==> config.mk <==
export PLATFORM = sky130hd
export DESIGN_NAME = block_binarizer
export DESIGN_NICKNAME = d
export VERILOG_FILES = /design/src/rtl/block_binarizer.sv
export SDC_FILE = /design/constraint.sdc
export NUM_CORES = 1
export LEC_CHECK = 0
export ABC_AREA = 0
export CAP_MARGIN = 20
export CORE_ASPECT_RATIO = 0.7
export CORE_MARGIN = 4
export CORE_UTILIZATION = 51
export CTS_BUF_LIST = sky130_fd_sc_hd__clkbuf_8 sky130_fd_sc_hd__clkbuf_16
export CTS_CLUSTER_DIAMETER = 100
export DETAILED_ROUTE_END_ITERATION = 7
export PLACE_DENSITY = 0.8
export SLEW_MARGIN = 30
export SYNTH_ARGS = -nofsm -noshare
export SYNTH_HDL_FRONTEND = slang
export SYNTH_SLANG_ARGS = --single-unit
==> constraint.sdc <==
create_clock -name clk -period 17 [get_ports clk]
set_input_delay 3.4 -clock clk [delete_from_list [all_inputs] [get_ports clk]]
set_output_delay 3.4 -clock clk [all_outputs]
set_load 0.03 [all_outputs]
==> src/rtl/block_binarizer.sv <==
// -----------------------------------------------------------------------------
// block_binarizer
//
// Purpose:
//   Takes a raster-order grayscale pixel stream for one IMG_W x IMG_H frame and
//   splits it into a grid of BLK x BLK blocks (8 x 6 with the default sizes).
//   Each block is summed and compared against a runtime threshold. The results
//   are packed into a 48-bit vector, with bit index = block_y*8 + block_x.
//   The vector is presented once per frame to the block-mosaic display stage.
//
// Ports:
//   clk        system clock
//   reset      synchronous, active-high reset
//   pix_valid  pixel qualifier; one pixel is accepted per cycle while high
//   pix_sof    start of frame; only meaningful with pix_valid; marks pixel (0,0)
//   pix_data   grayscale pixel
//   thresh     average-intensity threshold; sampled on each block's last pixel
//   vec_48     last completed binarized frame; it holds between updates
//   vec_valid  one-cycle pulse when vec_48 updates
//   busy       high while a frame is being accumulated
//
// Build option:
//   BLOCK_BINARIZER_INVERT_EN  when defined, a block bit is 1 if its sum is
//                              below the threshold product, so dark blocks are
//                              displayed white. Timing is the same in both
//                              builds.
// -----------------------------------------------------------------------------
module block_binarizer #(
    parameter int IMG_W = 160,
    parameter int IMG_H = 120,
    parameter int BLK   = 20,
    parameter int PIX_W = 8,
    parameter int SUM_W = 17
) (
    input  logic             clk,
    input  logic             reset,
    input  logic             pix_valid,
    input  logic             pix_sof,
    input  logic [PIX_W-1:0] pix_data,
    input  logic [PIX_W-1:0] thresh,
    output logic [47:0]      vec_48,
    output logic             vec_valid,
    output logic             busy
);

    localparam int NBX  = IMG_W / BLK;
    localparam int NBY  = IMG_H / BLK;
    localparam int X_W  = $clog2(IMG_W);
    localparam int Y_W  = $clog2(IMG_H);
    localparam int B_W  = $clog2(BLK);
    localparam int BX_W = $clog2(NBX);
    localparam int BY_W = $clog2(NBY);

    localparam logic [X_W-1:0]   X_LAST   = X_W'(IMG_W - 1);
    localparam logic [Y_W-1:0]   Y_LAST   = Y_W'(IMG_H - 1);
    localparam logic [B_W-1:0]   B_LAST   = B_W'(BLK - 1);
    localparam logic [BX_W-1:0]  BX_LAST  = BX_W'(NBX - 1);
    localparam logic [BY_W-1:0]  BY_LAST  = BY_W'(NBY - 1);
    localparam logic [SUM_W-1:0] BLK_AREA = SUM_W'(BLK * BLK);

    typedef enum logic {
        IDLE,
        ACCUM
    } state_t;

    state_t state;
    state_t next_state;

    // Position of the next pixel to be accepted. The in-block offsets and the
    // block indices are kept as separate counters so that no divider is needed.
    logic [X_W-1:0]  x;
    logic [Y_W-1:0]  y;
    logic [B_W-1:0]  x_in_blk;
    logic [B_W-1:0]  y_in_blk;
    logic [BX_W-1:0] bx;
    logic [BY_W-1:0] by;

    // There is one running sum per block column. It is shared by all block rows
    // because a block row finishes before the next one starts.
    logic [SUM_W-1:0] acc [NBX];
    logic [47:0]      shadow;
    logic [47:0]      shadow_upd;

    logic             in_accum;
    logic             frame_last;
    logic             blk_last;
    logic             restart;
    logic             advance;
    logic [SUM_W-1:0] blk_sum;
    logic [SUM_W-1:0] thr_prod;
    logic             blk_bit;

    assign in_accum   = (state == ACCUM);
    assign frame_last = (x == X_LAST) && (y == Y_LAST);
    assign blk_last   = (x_in_blk == B_LAST) && (y_in_blk == B_LAST);

    // A frame-completing pixel is never a restart, even when pix_sof is high.
    assign restart  = pix_valid && pix_sof && !(in_accum && frame_last);
    assign advance  = pix_valid && in_accum && !restart;

    assign blk_sum  = acc[bx] + SUM_W'(pix_data);
    // Comparing the sum against thresh*BLK*BLK is the same as comparing the
    // block average against thresh, and it avoids a divide.
    assign thr_prod = SUM_W'(thresh) * BLK_AREA;

`ifdef BLOCK_BINARIZER_INVERT_EN
    assign blk_bit  = (blk_sum < thr_prod);
`else
    assign blk_bit  = (blk_sum >= thr_prod);
`endif

    assign busy = in_accum;

    // The shadow vector with the current block's bit merged in. On the final
    // pixel this is exactly what goes out, so vec_48 is never partially updated.
    always_comb begin
        // NOTE: Assign every always_comb output a default first. If any path
        // leaves an output unassigned, a latch is inferred.
        shadow_upd = shadow;
        if (blk_last) begin
            shadow_upd[{by, bx}] = blk_bit;
        end
    end

    always_comb begin
        next_state = state;
        unique case (state)
            IDLE:    if (pix_valid && pix_sof) next_state = ACCUM;
            ACCUM:   if (pix_valid && frame_last) next_state = IDLE;
            default: next_state = IDLE;
        endcase
    end

    // NOTE: Sequential state uses non-blocking assignments only. Every register
    // then samples values from before the edge, whatever order the code is in.
    always_ff @(posedge clk) begin
        if (reset) begin
            state <= IDLE;
        end else begin
            state <= next_state;
        end
    end

    always_ff @(posedge clk) begin
        if (reset) begin
            x         <= '0;
            y         <= '0;
            x_in_blk  <= '0;
            y_in_blk  <= '0;
            bx        <= '0;
            by        <= '0;
            shadow    <= '0;
            vec_48    <= '0;
            vec_valid <= 1'b0;
            // NOTE: The accumulators are a few flops, not a RAM, so they are
            // cleared by reset. A reset in the middle of a frame must not leave
            // partial sums behind.
            for (int i = 0; i < NBX; i++) begin
                acc[i] <= '0;
            end
        end else begin
            vec_valid <= 1'b0;

            if (restart) begin
                // This pixel becomes (0,0) of a fresh frame. Any partial frame
                // is dropped, and vec_48 is left untouched.
                for (int i = 0; i < NBX; i++) begin
                    acc[i] <= '0;
                end
                acc[0]   <= SUM_W'(pix_data);
                shadow   <= '0;
                x        <= X_W'(1);
                x_in_blk <= B_W'(1);
                bx       <= '0;
                y        <= '0;
                y_in_blk <= '0;
                by       <= '0;
            end else if (advance) begin
                acc[bx] <= blk_last ? '0 : blk_sum;
                shadow  <= shadow_upd;

                if (x_in_blk == B_LAST) begin
                    x_in_blk <= '0;
                    bx       <= (bx == BX_LAST) ? '0 : bx + 1'b1;
                end else begin
                    x_in_blk <= x_in_blk + 1'b1;
                end

                if (x == X_LAST) begin
                    x <= '0;
                    y <= (y == Y_LAST) ? '0 : y + 1'b1;
                    if (y_in_blk == B_LAST) begin
                        y_in_blk <= '0;
                        by       <= (by == BY_LAST) ? '0 : by + 1'b1;
                    end else begin
                        y_in_blk <= y_in_blk + 1'b1;
                    end
                end else begin
                    x <= x + 1'b1;
                end

                if (frame_last) begin
                    vec_48    <= shadow_upd;
                    vec_valid <= 1'b1;
                    shadow    <= '0;
                end
            end
        end
    end

endmodule

After elaboration in Yosys (flattened, before gate mapping). Memory sizes are Yosys's and may differ from the RTL's. A register that Yosys moved wholly into a read port is not among the register bits. Index checks and enable logic that the tools add are counted.

Register bits: 129. Latch bits: 0. Word-level logic and storage cells: 104. Output and inout port bits: 50. Bits of input ports: 20. Memories: 1. Bits in writable memories: 136. Bits in read-only memories: 0.

Bitwise logic cells: 12. Reduce and logical (&&, ||, !) cells: 19. Div/mod/pow operators: 0. Order comparisons: 3. $mul: 1. Equal/unequal tests: 6. Shifts and indexed selects: 0. Muxes and demuxes: 43. Add/sub/neg operators: 7.

Memory list: acc (depth 8, bits a word 17, read ports 1, clocked after Yosys merged registers in 1, wr ports 8, RTL line 80) `logic [SUM_W-1:0] acc [NBX];`.

Operators with widths (number): 17-bit two-way mux (11); 48-bit two-way mux (2); 48-bit bitwise mux (1); 1-bit two-way mux (18); 17-bit by 8-bit adder with 17-bit output (1); 17-bit >= comparator (1); 17-bit OR reduction (1); 3-bit two-way mux (5); 8-bit by 5-bit multiplier with 13-bit output, second input constant (1); 5-bit by 1-bit adder with 5-bit output, second input constant (2); 5-bit equality test, second input constant (2); 5-bit two-way mux (2); 1-bit logical AND (9); 1-bit bitwise OR (9); 8-bit by 1-bit adder with 8-bit output, second input constant (1); 8-bit equality test, second input constant (1); 8-bit two-way mux (1); 7-bit by 1-bit adder with 7-bit output, second input constant (1); 7-bit equality test, second input constant (1); 6-bit by 7-bit less-than comparator with 1-bit output, second input constant (1); 7-bit two-way mux (1); 3-bit by 1-bit adder with 3-bit output, second input constant (2); 1-bit demux with 6-bit select (1); 3-bit equality test, second input constant (2); 9 further kinds (14).

Longest topological paths before layout. Gate-level depths: netlist of run 1.

Depth after elaboration: 13. Depth in mapped cells: 23. Mapped depth without buffers: 18.

Worst setup path after synthesis of run 1. No wires, ideal clock.

Path type: input-to-reg. Start point: input port thresh[2]. End point: register shadow[0]. Path buffers: 2. Arrival time: 7.164 ns. Cell stages on the path: 18. Slack: 9.705 ns. Cells stage by stage: ha_1 ha_1 fa_1 ha_1 nor2b_1 o21ai_0 a21oi_1 o21ai_0 nand2b_1 xnor2_1 ha_1 a21o_1 a21o_1 a21o_1 o21bai_1 buf_2 clkbuf_1 o21ai_0.

Cells in the longest elaborated chain, start to end: 5.

Ends and longest elaborated chain: from (decl) (RTL line 40) `input logic [PIX_W-1:0] thresh,`; 8-bit by 5-bit multiplier with 13-bit output (RTL line 104) `assign thr_prod = SUM_W'(thresh) * BLK_AREA;`; 17-bit >= comparator (RTL line 109) `assign blk_bit = (blk_sum >= thr_prod);`; 48-bit bitwise mux (RTL line 121) `shadow_upd[{by, bx}] = blk_bit;`; 48-bit two-way mux (RTL line 120) `if (blk_last) begin`; 48-bit two-way mux (RTL line 202) `if (frame_last) begin`; to (signal assigned) (RTL line 180) `shadow <= shadow_upd;`; to (decl) (RTL line 81) `logic [47:0] shadow;`.

Every way passes these cells. A chain may end at the register's enable or synchronous reset.

Final worst setup path of run 1.
Start point: input port pix_data[1]. End point: register shadow[8].

Cells in the longest elaborated chain, start to end: 5.

Ends and longest elaborated chain: from (decl) (RTL line 39) `input logic [PIX_W-1:0] pix_data,`; 17-bit by 8-bit adder with 17-bit output (RTL line 101) `assign blk_sum = acc[bx] + SUM_W'(pix_data);`; 17-bit >= comparator (RTL line 109); 48-bit bitwise mux (RTL line 121); 48-bit two-way mux (RTL line 120); 48-bit two-way mux (RTL line 202).

Every way passes these cells.

==> results of run 1 <==
## path summary, 6_finish.rpt
path / endpoint / slack [ns] / cells after the start
worst min register to register: vec_48[32]$_SDFFE_PP0P_ / 0.44 / 2
worst max-delay path: shadow[8]$_SDFFE_PP0P_ / 8.51 / 17
worst max register to register: shadow[8]$_SDFFE_PP0P_ / 10.11 / 19
worst min-delay path: vec_48[32]$_SDFFE_PP0P_ / 0.44 / 2
## state kept, by name, indices dropped and copies added (netlist names), 5 cells and up, named ones only
| name | count |
|---|---|
| acc | 136 |
| shadow | 48 |
| vec_48 | 48 |
| x | 8 |
| y | 7 |
| x_in_blk | 5 |
| y_in_blk | 5 |
## cell usage in the layout (no fill, tap or decap), drive strengths merged, types with 30 or more instances in the layout
cell	n
edfxtp	136
ha	56
clkbuf	30
nand3	55
nand2	173
dfxtp	132
inv	31
a21oi	39
clkdlybuf4s50	69
nor2	172
mux4	34
nor3	94
o21ai	155
## critical path, stage by stage
cell                              delay (ns)
sky130_fd_sc_hd__clkdlybuf4s50_1        0.47
sky130_fd_sc_hd__ha_1                   0.32
sky130_fd_sc_hd__a211oi_1               0.38
sky130_fd_sc_hd__nor2_1                 0.16
sky130_fd_sc_hd__a221oi_1               0.74
sky130_fd_sc_hd__nor4_1                 0.16
sky130_fd_sc_hd__xor2_1                 0.54
sky130_fd_sc_hd__inv_1                  0.10
sky130_fd_sc_hd__ha_1                   0.33
sky130_fd_sc_hd__nand4_1                0.13
sky130_fd_sc_hd__nor4_1                 0.25
sky130_fd_sc_hd__o21ai_0                0.21
sky130_fd_sc_hd__a31oi_4                0.21
sky130_fd_sc_hd__buf_4                  0.52
sky130_fd_sc_hd__o21bai_2               0.37
sky130_fd_sc_hd__buf_4                  0.35
sky130_fd_sc_hd__o21ai_0                0.22
## logic make-up after synthesis
logic type,count (synthesis),synth area share
flops,268,0.4978
simple gates,588,0.2015
mux,52,0.07139
buf+inv,118,0.03602
fa+ha+maj,60,0.05778
compound gates,275,0.1187
xor+xnor,26,0.01685
## power breakdown
group | switching [mW] | internal (mW) | total [mW]
clock network | 0.249 | 0.315 | 0.564
registers | 0.00813 | 0.700 | 0.708
logic | 0.111 | 0.0556 | 0.166
total | 0.368 | 1.07 | 1.44
## layout make-up
class	instances	share of cell area
clock buffers	30	0.04683
clock inverters	17	0.007273
inverters	26	0.006456
multi-input cells	1001	0.4160
flip-flops and latches	268	0.4395
well taps	357	0.02917
repair buffers	86	0.05475
## routing by layer
metal	up-vias	track usage	share of wire
met3	97	0.06904	0.13
met5	-	0	0
met1	5419	0.3701	0.41
met4	0	0.06355	0.028
met2	774	0.3866	0.43
li1	5068	-	-
==> flow_results.xml, run 1 <==
<?xml version="1.0" encoding="UTF-8"?>
<metrics>
  <group name="clock_tree">
    <metric name="cts_inserted_buffers" unit="">26</metric>
    <metric name="cts_resized" unit="">0</metric>
    <metric name="clock_path_buffers" unit="">3</metric>
    <metric name="cts_setup_buffers" unit="">0</metric>
    <metric name="cts.reportedPaths.clkPinSlew" unit="ns">0.06</metric>
    <metric name="tritoncts" unit="">built</metric>
    <metric name="h-tree-depth" unit="">1</metric>
    <metric name="cts_sinks" unit="">268</metric>
    <metric name="cts_hold_repair.buffers" unit="">0</metric>
    <metric name="clock_latency" unit="ns">0.55</metric>
    <metric name="root_buffer" unit="">sky130_fd_sc_hd__clkbuf_16</metric>
  </group>
  <group name="route">
    <metric name="postRouteAntennaNets" unit="">0</metric>
    <metric name="initial_drt_markers" unit="">1671</metric>
    <metric name="routed_via_density" unit="">6.363</metric>
    <metric name="postRouteWirelength" unit="mm">38.18</metric>
    <metric name="drt_pass1_iterations" unit="">8</metric>
    <metric name="avg_wl_per_cell" unit="µm">21.39</metric>
    <metric name="vias" unit="">11360</metric>
    <metric name="detail_route.drc_violations" unit="">1</metric>
  </group>
  <group name="synth">
    <metric name="post_synth_main_area_contributors" unit="">sky130_fd_sc_hd__edfxtp_1, sky130_fd_sc_hd__dfxtp_1, sky130_fd_sc_hd__o21ai_0, sky130_fd_sc_hd__mux4_2, sky130_fd_sc_hd__ha_1</metric>
    <metric name="synthDominantCellAreaShare" unit="">0.3022</metric>
    <metric name="synth_edf_count" unit="">136</metric>
    <metric name="synth.yosys.seq_area_share" unit="">0.4978</metric>
    <metric name="synth_nets" unit="">1467</metric>
    <metric name="post-synth-top-count-cell" unit="">sky130_fd_sc_hd__nand2_1</metric>
    <metric name="postSynthRegisterBits" unit="">268</metric>
    <metric name="post_synth_most_frequent_cells" unit="">sky130_fd_sc_hd__nand2_1, sky130_fd_sc_hd__nor2_1, sky130_fd_sc_hd__o21ai_0</metric>
    <metric name="yosys_warnings" unit="">0</metric>
    <metric name="syn_area_per_cell" unit="µm²">9.743</metric>
    <metric name="post-synth-top-area-cell" unit="">sky130_fd_sc_hd__edfxtp_1</metric>
    <metric name="yosys.cell_types.count" unit="">64</metric>
    <metric name="synth_async_sr_flop_share" unit="">0</metric>
    <metric name="synth_cells" unit="">1387</metric>
    <metric name="synthesis.area" unit="µm²">13510</metric>
    <metric name="synthFlopType" unit="">sky130_fd_sc_hd__edfxtp_1</metric>
  </group>
  <group name="global_routing">
    <metric name="grt_start_max_net_pins" unit="">50</metric>
    <metric name="grt_first_pass_wirelength" unit="mm">59.60</metric>
    <metric name="antenna_found_initial" unit="">0</metric>
    <metric name="first_global_vias" unit="">10580</metric>
    <metric name="globalRouteTotalUtil" unit="">0.2556</metric>
    <metric name="global_route.overflow_total" unit="">0</metric>
  </group>
  <group name="finish">
    <metric name="regArea" unit="µm²">6729</metric>
    <metric name="postLayoutCellArea" unit="µm²">15310</metric>
    <metric name="final_layout_size_suffix_gt1_frac" unit="">0.08613</metric>
    <metric name="post-route-util" unit="">0.5918</metric>
    <metric name="fillers" unit="">2108</metric>
    <metric name="insertedDiodeCount" unit="">0</metric>
    <metric name="stdcell_count" unit="">1785</metric>
    <metric name="multiInputGateArea" unit="µm²">6370</metric>
    <metric name="area_delta_synth_final" unit="%">13.31</metric>
    <metric name="finalNetCount" unit="">1489</metric>
  </group>
  <group name="run_status">
    <metric name="violated_checks" unit="">DRC</metric>
    <metric name="run_status" unit="">finished, violations left</metric>
  </group>
  <group name="sta">
    <metric name="slew_headroom" unit="">0.3500</metric>
    <metric name="timing_max_transition_violations_final" unit="">0</metric>
    <metric name="rsz0062_at_grt" unit="">false</metric>
    <metric name="hold_viol_final" unit="">0</metric>
    <metric name="clock-skew-final" unit="ns">0.03032</metric>
    <metric name="timing.final.crit_period" unit="ns">8.486</metric>
    <metric name="min_period_over_period" unit="">0.4992</metric>
    <metric name="finalHoldWorstSlack" unit="ns">0.4386</metric>
    <metric name="setup_total_negative_slack" unit="ns">0</metric>
    <metric name="fmax" unit="MHz">117.8</metric>
    <metric name="finalSetupViolations" unit="">0</metric>
    <metric name="worst_slack" unit="ns">8.514</metric>
    <metric name="timing_worst_slew_pin_value" unit="ns">0.9727</metric>
  </group>
  <group name="setup_path">
    <metric name="startpoint_type" unit="">input port</metric>
    <metric name="endpoint_kind" unit="">flop</metric>
    <metric name="crit_path_start" unit="">pix_data[1]</metric>
    <metric name="critPathMaxFanout" unit="">49</metric>
    <metric name="crit_type" unit="">in -&gt; reg</metric>
    <metric name="worst-endpoint-required" unit="ns">17.44</metric>
    <metric name="critical_path_arrival" unit="ns">8.93</metric>
  </group>
  <group name="placed_design">
    <metric name="placement.io_buffers" unit="">69</metric>
    <metric name="worst_case_setup_slack_after_placement" unit="ns">8.119</metric>
    <metric name="dp_hpwl" unit="mm">25.02</metric>
    <metric name="finalWeightedCongestion" unit="">0.8854</metric>
    <metric name="dp_cells" unit="">1738</metric>
    <metric name="postPlaceCellArea" unit="µm²">14470</metric>
  </group>
  <group name="floorplanning">
    <metric name="fp.dieArea" unit="µm²">29210</metric>
    <metric name="die_height" unit="µm">144.2</metric>
    <metric name="rows" unit="">49</metric>
    <metric name="die_w" unit="µm">202.6</metric>
    <metric name="coreArea" unit="µm²">25870</metric>
    <metric name="initial_utilization" unit="">0.5223</metric>
    <metric name="ios" unit="">70</metric>
  </group>
  <group name="power_and_ir_drop">
    <metric name="leakage" unit="nW">5.370</metric>
    <metric name="report.power.total" unit="mW">1.439</metric>
    <metric name="peak_vdd_ir" unit="mV">0.07671</metric>
    <metric name="power_per_cell_area" unit="nW/µm²">93.99</metric>
  </group>
  <group name="worst_hold_path">
    <metric name="worst_hold_path_type" unit="">reg -&gt; reg</metric>
    <metric name="hp-start" unit="">vec_48[32]$_SDFFE_PP0P_</metric>
  </group>
  <group name="job">
    <metric name="max_cap_viol_count" unit="">0</metric>
  </group>
</metrics>
Note: power is estimated with default switching activity, not from simulation.
==> inputs of run 2 (changes only) <==
--- a/config.mk
+++ b/config.mk
@@ -13,7 +13,7 @@
 export CTS_BUF_LIST = sky130_fd_sc_hd__clkbuf_8 sky130_fd_sc_hd__clkbuf_16
 export CTS_CLUSTER_DIAMETER = 100
 export DETAILED_ROUTE_END_ITERATION = 7
-export PLACE_DENSITY = 0.8
+export PLACE_DENSITY = 0.83
 export SLEW_MARGIN = 30
 export SYNTH_ARGS = -nofsm -noshare
 export SYNTH_HDL_FRONTEND = slang
==> constraint.sdc (replaced) <==
create_clock -name clk -period 7.8 [get_ports clk]
set_input_delay 1.56 -clock clk [delete_from_list [all_inputs] [get_ports clk]]
set_output_delay 1.56 -clock clk [all_outputs]
set_load 0.03 [all_outputs]
==> flow_results.xml, run 2 (synthesis gave the netlist of run 1 again) <==
<?xml version="1.0" encoding="UTF-8"?>
<metrics>
  <group name="run_status">
    <metric name="run_status" unit="">finished clean</metric>
  </group>
  <group name="sta">
    <metric name="clock-skew-final" unit="ns">0.01366</metric>
    <metric name="timing.final.crit_period" unit="ns">6.381</metric>
    <metric name="hold_viol_final" unit="">0</metric>
    <metric name="min_period_over_period" unit="">0.8181</metric>
    <metric name="slew_headroom" unit="">0.3451</metric>
    <metric name="finalSetupViolations" unit="">0</metric>
    <metric name="fmax" unit="MHz">156.7</metric>
    <metric name="timing_worst_slew_pin_value" unit="ns">0.9799</metric>
    <metric name="timing_max_transition_violations_final" unit="">0</metric>
    <metric name="rsz0062_at_grt" unit="">false</metric>
    <metric name="setup_total_negative_slack" unit="ns">0</metric>
    <metric name="finalHoldWorstSlack" unit="ns">0.4455</metric>
  </group>
  <group name="global_routing">
    <metric name="antenna_found_initial" unit="">0</metric>
    <metric name="grt_start_max_net_pins" unit="">50</metric>
    <metric name="first_global_vias" unit="">10800</metric>
    <metric name="grt_first_pass_wirelength" unit="mm">59.64</metric>
    <metric name="global_route.overflow_total" unit="">0</metric>
    <metric name="globalRouteTotalUtil" unit="">0.2545</metric>
  </group>
  <group name="floorplanning">
    <metric name="coreArea" unit="µm²">25870</metric>
    <metric name="rows" unit="">49</metric>
    <metric name="ios" unit="">70</metric>
    <metric name="die_height" unit="µm">144.2</metric>
    <metric name="fp.dieArea" unit="µm²">29210</metric>
    <metric name="initial_utilization" unit="">0.5223</metric>
    <metric name="die_w" unit="µm">202.6</metric>
  </group>
  <group name="finish">
    <metric name="regArea" unit="µm²">6731</metric>
    <metric name="final_layout_size_suffix_gt1_frac" unit="">0.08601</metric>
    <metric name="regMostFlops" unit="">acc</metric>
    <metric name="reg_top3" unit="">acc (136), shadow (48), vec_48 (48)</metric>
    <metric name="postLayoutCellArea" unit="µm²">15330</metric>
    <metric name="multiInputGateArea" unit="µm²">6362</metric>
    <metric name="layout.cells.most_common_list" unit="">sky130_fd_sc_hd__nand2_1, sky130_fd_sc_hd__nor2_1, sky130_fd_sc_hd__o21ai_0, sky130_fd_sc_hd__edfxtp_1, sky130_fd_sc_hd__dfxtp_1</metric>
    <metric name="insertedDiodeCount" unit="">0</metric>
    <metric name="largest_register_ffs" unit="">136</metric>
    <metric name="fillers" unit="">2091</metric>
    <metric name="area_delta_synth_final" unit="%">13.48</metric>
    <metric name="finalNetCount" unit="">1490</metric>
  </group>
  <group name="clock_tree">
    <metric name="clock_path_buffers" unit="">3</metric>
    <metric name="root_buffer" unit="">sky130_fd_sc_hd__clkbuf_16</metric>
    <metric name="tritoncts" unit="">built</metric>
    <metric name="cts_sinks" unit="">268</metric>
    <metric name="cts_hold_repair.buffers" unit="">0</metric>
    <metric name="h-tree-depth" unit="">1</metric>
    <metric name="cts_resized" unit="">0</metric>
    <metric name="cts_setup_buffers" unit="">0</metric>
    <metric name="cts.reportedPaths.clkPinSlew" unit="ns">0.07</metric>
    <metric name="cts_inserted_buffers" unit="">26</metric>
    <metric name="clock_latency" unit="ns">0.55</metric>
  </group>
  <group name="placed_design">
    <metric name="finalWeightedCongestion" unit="">0.8950</metric>
    <metric name="dp_hpwl" unit="mm">24.89</metric>
    <metric name="postPlaceCellArea" unit="µm²">14450</metric>
    <metric name="placement.io_buffers" unit="">69</metric>
  </group>
  <group name="route">
    <metric name="avg_wl_per_cell" unit="µm">20.95</metric>
    <metric name="initial_drt_markers" unit="">1753</metric>
    <metric name="postRouteAntennaNets" unit="">0</metric>
    <metric name="detail_route.drc_violations" unit="">0</metric>
    <metric name="postRouteWirelength" unit="mm">37.44</metric>
    <metric name="routed_via_density" unit="">6.370</metric>
    <metric name="vias" unit="">11380</metric>
    <metric name="drt_pass1_iterations" unit="">5</metric>
  </group>
  <group name="setup_path">
    <metric name="worst-endpoint-required" unit="ns">8.24</metric>
    <metric name="timing.reg2reg.setup_slack" unit="ns">1.42</metric>
    <metric name="critical_path_arrival" unit="ns">6.82</metric>
    <metric name="endpoint_kind" unit="">flop</metric>
    <metric name="critPathMaxFanout" unit="">48</metric>
    <metric name="crit_type" unit="">reg -&gt; reg</metric>
    <metric name="startpoint_type" unit="">flop</metric>
  </group>
  <group name="worst_hold_path">
    <metric name="worst_hold_path_type" unit="">reg -&gt; reg</metric>
  </group>
  <group name="power_and_ir_drop">
    <metric name="leakage" unit="nW">5.404</metric>
    <metric name="peak_vdd_ir" unit="mV">0.1554</metric>
    <metric name="power_per_cell_area" unit="nW/µm²">207.4</metric>
  </group>
  <group name="job">
    <metric name="max_cap_viol_count" unit="">0</metric>
  </group>
</metrics>
[run 2: cell types whose count changed in the layout (fill, tap and decap cells not counted), sizes merged]
cell      previous run  this run
clkinv               8        10
clkinvlp             3         1
inv                 31        32
bufinv               1         2
[run 2: path summary, 6_finish.rpt]
kind / to / from / depth (start not counted)
hold reg to reg: vec_48[24]$_SDFFE_PP0P_ / vec_48[24]$_SDFFE_PP0P_ / 2
setup / recovery: vec_48[13]$_SDFFE_PP0P_ / flop / 18
hold / removal: vec_48[24]$_SDFFE_PP0P_ / vec_48[24]$_SDFFE_PP0P_ / 2
setup reg to reg: vec_48[13]$_SDFFE_PP0P_ / flop / 18
[run 2: stage by stage]
step                      instances  worst slack [ns]    util  power (mW)
final                          1787             1.419  0.5927       3.180
after global routing           1787            0.9806  0.5927       3.276
after CTS                      1786             1.276  0.5919       3.170
after detailed placement       1738             1.058  0.5585       1.920
after global placement         1738             1.207  0.5581       1.903
after floorplan                1387             1.812       -       1.803
[run 2: layout make-up]
cell class	instances	area share
Timing Repair Buffer	87	0.05426
Tap cell	357	0.02913
Inverter	26	0.006446
Sequential cell	268	0.4390
Multi-Input combinational cell	1001	0.4149
Clock inverter	19	0.009710
Clock buffer	29	0.04659
[run 2: power breakdown]
part / internal (mW) / switching [mW]
clock: 0.725 / 0.555
sequential: 1.53 / 0.0179
combinational: 0.120 / 0.237
[run 2: critical path, stage by stage, from the launching register on]
cell and delay, ns:
sky130_fd_sc_hd__dfxtp_2 0.86, sky130_fd_sc_hd__buf_4 0.37, sky130_fd_sc_hd__mux4_2 0.35, sky130_fd_sc_hd__mux2_2 0.28, sky130_fd_sc_hd__ha_1 0.36, sky130_fd_sc_hd__a21oi_1 0.16, sky130_fd_sc_hd__o21ai_0 0.15, sky130_fd_sc_hd__a221oi_1 0.76
sky130_fd_sc_hd__nor4_1 0.15, sky130_fd_sc_hd__xor2_1 0.59, sky130_fd_sc_hd__inv_1 0.10, sky130_fd_sc_hd__ha_1 0.33, sky130_fd_sc_hd__nand4_1 0.14, sky130_fd_sc_hd__nor4_1 0.26, sky130_fd_sc_hd__o21ai_0 0.18, sky130_fd_sc_hd__a31oi_4 0.26
sky130_fd_sc_hd__buf_4 0.51, sky130_fd_sc_hd__nor3_1 0.13, sky130_fd_sc_hd__o21ai_0 0.28
[run 2: metal layers]
metal	vias to the layer above	share of wire	GRT usage
met4	0	0.027	0.06248
met5	-	0	0
met1	5470	0.41	0.3640
met2	741	0.44	0.3935
li1	5070	-	-
met3	102	0.13	0.06546
==> inputs of run 3 (changes only) <==
==> constraint.sdc (replaced) <==
create_clock -name clk -period 5.3 [get_ports clk]
set_input_delay 1.06 -clock clk [delete_from_list [all_inputs] [get_ports clk]]
set_output_delay 1.06 -clock clk [all_outputs]
set_load 0.03 [all_outputs]
==> flow_results.xml, run 3 (synthesis gave the netlist of run 1 again) <==
<?xml version="1.0" encoding="UTF-8"?>
<metrics>
  <group name="finish">
    <metric name="reg_top3" unit="">acc (136), shadow (48), vec_48 (48)</metric>
    <metric name="regArea" unit="µm²">6731</metric>
    <metric name="finalNetCount" unit="">1543</metric>
    <metric name="regMostFlops" unit="">acc</metric>
    <metric name="insertedDiodeCount" unit="">0</metric>
    <metric name="final_layout_size_suffix_gt1_frac" unit="">0.1193</metric>
    <metric name="area_delta_synth_final" unit="%">17.06</metric>
    <metric name="multiInputGateArea" unit="µm²">6369</metric>
    <metric name="layout.cells.most_common" unit="">sky130_fd_sc_hd__nand2_1</metric>
    <metric name="layout.cells.most_common_list" unit="">sky130_fd_sc_hd__nand2_1, sky130_fd_sc_hd__nor2_1, sky130_fd_sc_hd__o21ai_0, sky130_fd_sc_hd__edfxtp_1, sky130_fd_sc_hd__dfxtp_1</metric>
    <metric name="largest_register_ffs" unit="">136</metric>
    <metric name="post-route-util" unit="">0.6114</metric>
    <metric name="fillers" unit="">2031</metric>
  </group>
  <group name="route">
    <metric name="detail_route.drc_violations" unit="">0</metric>
    <metric name="routed_via_density" unit="">6.279</metric>
    <metric name="avg_wl_per_cell" unit="µm">21.42</metric>
    <metric name="drt_pass1_iterations" unit="">7</metric>
    <metric name="initial_drt_markers" unit="">1631</metric>
    <metric name="vias" unit="">11560</metric>
    <metric name="postRouteAntennaNets" unit="">0</metric>
    <metric name="postRouteWirelength" unit="mm">39.43</metric>
  </group>
  <group name="placed_design">
    <metric name="finalWeightedCongestion" unit="">0.8951</metric>
    <metric name="dp_hpwl" unit="mm">25.90</metric>
    <metric name="placement.io_buffers" unit="">69</metric>
  </group>
  <group name="floorplanning">
    <metric name="rows" unit="">49</metric>
    <metric name="fp.dieArea" unit="µm²">29210</metric>
    <metric name="coreArea" unit="µm²">25870</metric>
    <metric name="die_w" unit="µm">202.6</metric>
    <metric name="ios" unit="">70</metric>
    <metric name="die_height" unit="µm">144.2</metric>
    <metric name="initial_utilization" unit="">0.5223</metric>
  </group>
  <group name="global_routing">
    <metric name="grt_first_pass_wirelength" unit="mm">61.23</metric>
    <metric name="antenna_found_initial" unit="">0</metric>
    <metric name="first_global_vias" unit="">11020</metric>
    <metric name="grt_start_max_net_pins" unit="">46</metric>
    <metric name="globalRouteTotalUtil" unit="">0.2621</metric>
    <metric name="global_route.overflow_total" unit="">0</metric>
  </group>
  <group name="clock_tree">
    <metric name="cts_inserted_buffers" unit="">27</metric>
    <metric name="tritoncts" unit="">built</metric>
    <metric name="clock_path_buffers" unit="">3</metric>
    <metric name="clock_latency" unit="ns">0.57</metric>
    <metric name="cts_sinks" unit="">268</metric>
    <metric name="root_buffer" unit="">sky130_fd_sc_hd__clkbuf_16</metric>
    <metric name="h-tree-depth" unit="">1</metric>
    <metric name="cts.reportedPaths.clkPinSlew" unit="ns">0.07</metric>
  </group>
  <group name="sta">
    <metric name="slew_headroom" unit="">0.3848</metric>
    <metric name="timing.final.crit_period" unit="ns">5.017</metric>
    <metric name="timing_worst_slew_pin_value" unit="ns">0.9158</metric>
    <metric name="fmax" unit="MHz">199.3</metric>
    <metric name="clock-skew-final" unit="ns">0.02387</metric>
    <metric name="hold_viol_final" unit="">0</metric>
    <metric name="timing_max_transition_violations_final" unit="">0</metric>
    <metric name="min_period_over_period" unit="">0.9466</metric>
    <metric name="finalSetupViolations" unit="">0</metric>
    <metric name="rsz0062_at_grt" unit="">false</metric>
  </group>
  <group name="setup_path">
    <metric name="critPathMaxFanout" unit="">18</metric>
    <metric name="crit_type" unit="">reg -&gt; reg</metric>
    <metric name="critical-path-slowest-cell" unit="">sky130_fd_sc_hd__dfxtp_2</metric>
    <metric name="endpoint_kind" unit="">flop</metric>
    <metric name="worst-endpoint-required" unit="ns">5.75</metric>
    <metric name="startpoint_type" unit="">flop</metric>
    <metric name="worstPathCellList" unit="">mux4_2 -&gt; mux2_2 -&gt; ha_1 -&gt; a21oi_1 -&gt; a211o_1 -&gt; nor2b_2 -&gt; buf_4 -&gt; or4_1 -&gt; o21ba_2 -&gt; nor2_1 -&gt; ha_1 -&gt; buf_4 -&gt; a21oi_1 -&gt; buf_4 -&gt; nand2_1 -&gt; o221ai_1 -&gt; nand2_1</metric>
    <metric name="critPathMostFrequentCell" unit="">sky130_fd_sc_hd__buf_4</metric>
    <metric name="cp_slowest_stage_delay" unit="ns">0.64</metric>
    <metric name="critical_path_arrival" unit="ns">5.47</metric>
  </group>
  <group name="power_and_ir_drop">
    <metric name="report.power.total" unit="mW">4.820</metric>
    <metric name="leakage" unit="nW">5.684</metric>
    <metric name="peak_vdd_ir" unit="mV">0.2232</metric>
    <metric name="power_per_cell_area" unit="nW/µm²">304.7</metric>
  </group>
  <group name="worst_hold_path">
    <metric name="worst_hold_path_type" unit="">reg -&gt; reg</metric>
  </group>
  <group name="run_status">
    <metric name="run_status" unit="">finished clean</metric>
  </group>
  <group name="job">
    <metric name="max_cap_viol_count" unit="">0</metric>
  </group>
</metrics>
## run 3: cell types whose count changed in the layout (fill, tap and decap cells not counted), moves of 3 or more
cell / change
sky130_fd_sc_hd__clkinv_2: -4
sky130_fd_sc_hd__buf_4: +49
sky130_fd_sc_hd__nand2_2: -3
sky130_fd_sc_hd__nand2_1: +3
sky130_fd_sc_hd__buf_12: +4
## run 3: repair_timing
item / in CTS / in global routing
endpoints found under the setup margin: 0 / 96
resized for setup: 0 / 1
hold buffers: 0 / 0
buffers inserted: 0 / 6
## run 3: per-layer routing
layer	routed length, µm	up-vias	GRT usage
met1	15720	5457	0.3806
met5	0	-	0
met3	5670	97	0.06321
met4	991	0	0.06391
met2	17050	831	0.4015
li1	-	5174	-
## run 3: area by class of cell
type                    instances  area share
multi-input cells            1001      0.4026
clock inverters                20     0.01060
well taps                     357     0.02824
clock buffers                  30     0.04675
inverters                      26    0.006170
repair buffers                139     0.08005
flip-flops and latches        268      0.4256
## run 3: path summary, 6_finish.rpt
check / start / cells after the start / endpoint / slack (ns)
max: flop / 17 / vec_48[14]$_SDFFE_PP0P_ / 0.28
min: vec_48[14]$_SDFFE_PP0P_ / 2 / vec_48[14]$_SDFFE_PP0P_ / 0.44
max reg2reg: flop / 17 / vec_48[14]$_SDFFE_PP0P_ / 0.28
min reg2reg: vec_48[14]$_SDFFE_PP0P_ / 2 / vec_48[14]$_SDFFE_PP0P_ / 0.44
## run 3: report_power, final
part / switching, mW / leakage, nW / internal [mW]
Clock: 0.854 / 0.461 / 1.11
Combinational: 0.363 / 2.76 / 0.220
Sequential: 0.0309 / 2.47 / 2.24
Total: 1.25 / 5.68 / 3.57
## run 3: through the flow
stage,setup TNS (ns),std cells,hold slack (ns),setup WS (ns),instance area [µm²]
2_1_floorplan,0,1387,0.4331,0.02518,13550
3_3_place_gp,-2.703,1785,0.4248,-0.1282,14840
3_5_place_dp,-9.681,1785,0.4340,-0.2332,14850
4_1_cts,0,1835,0.4426,0.04253,15750
5_1_grt,0,1841,0.4652,0.03553,15820
6_report,0,1841,0.4437,0.2831,15820
## run 3: critical path, delay by kind of cell (launching register included)
kind                       cells  cell delay [ns]
AOI/OAI and AO/OA              5             1.19
adders and majority gates      2             0.62
buffers and inverters          3             0.60
DFF                            1             0.64
muxes                          2             0.73
and+or+nand+nor                5             1.10
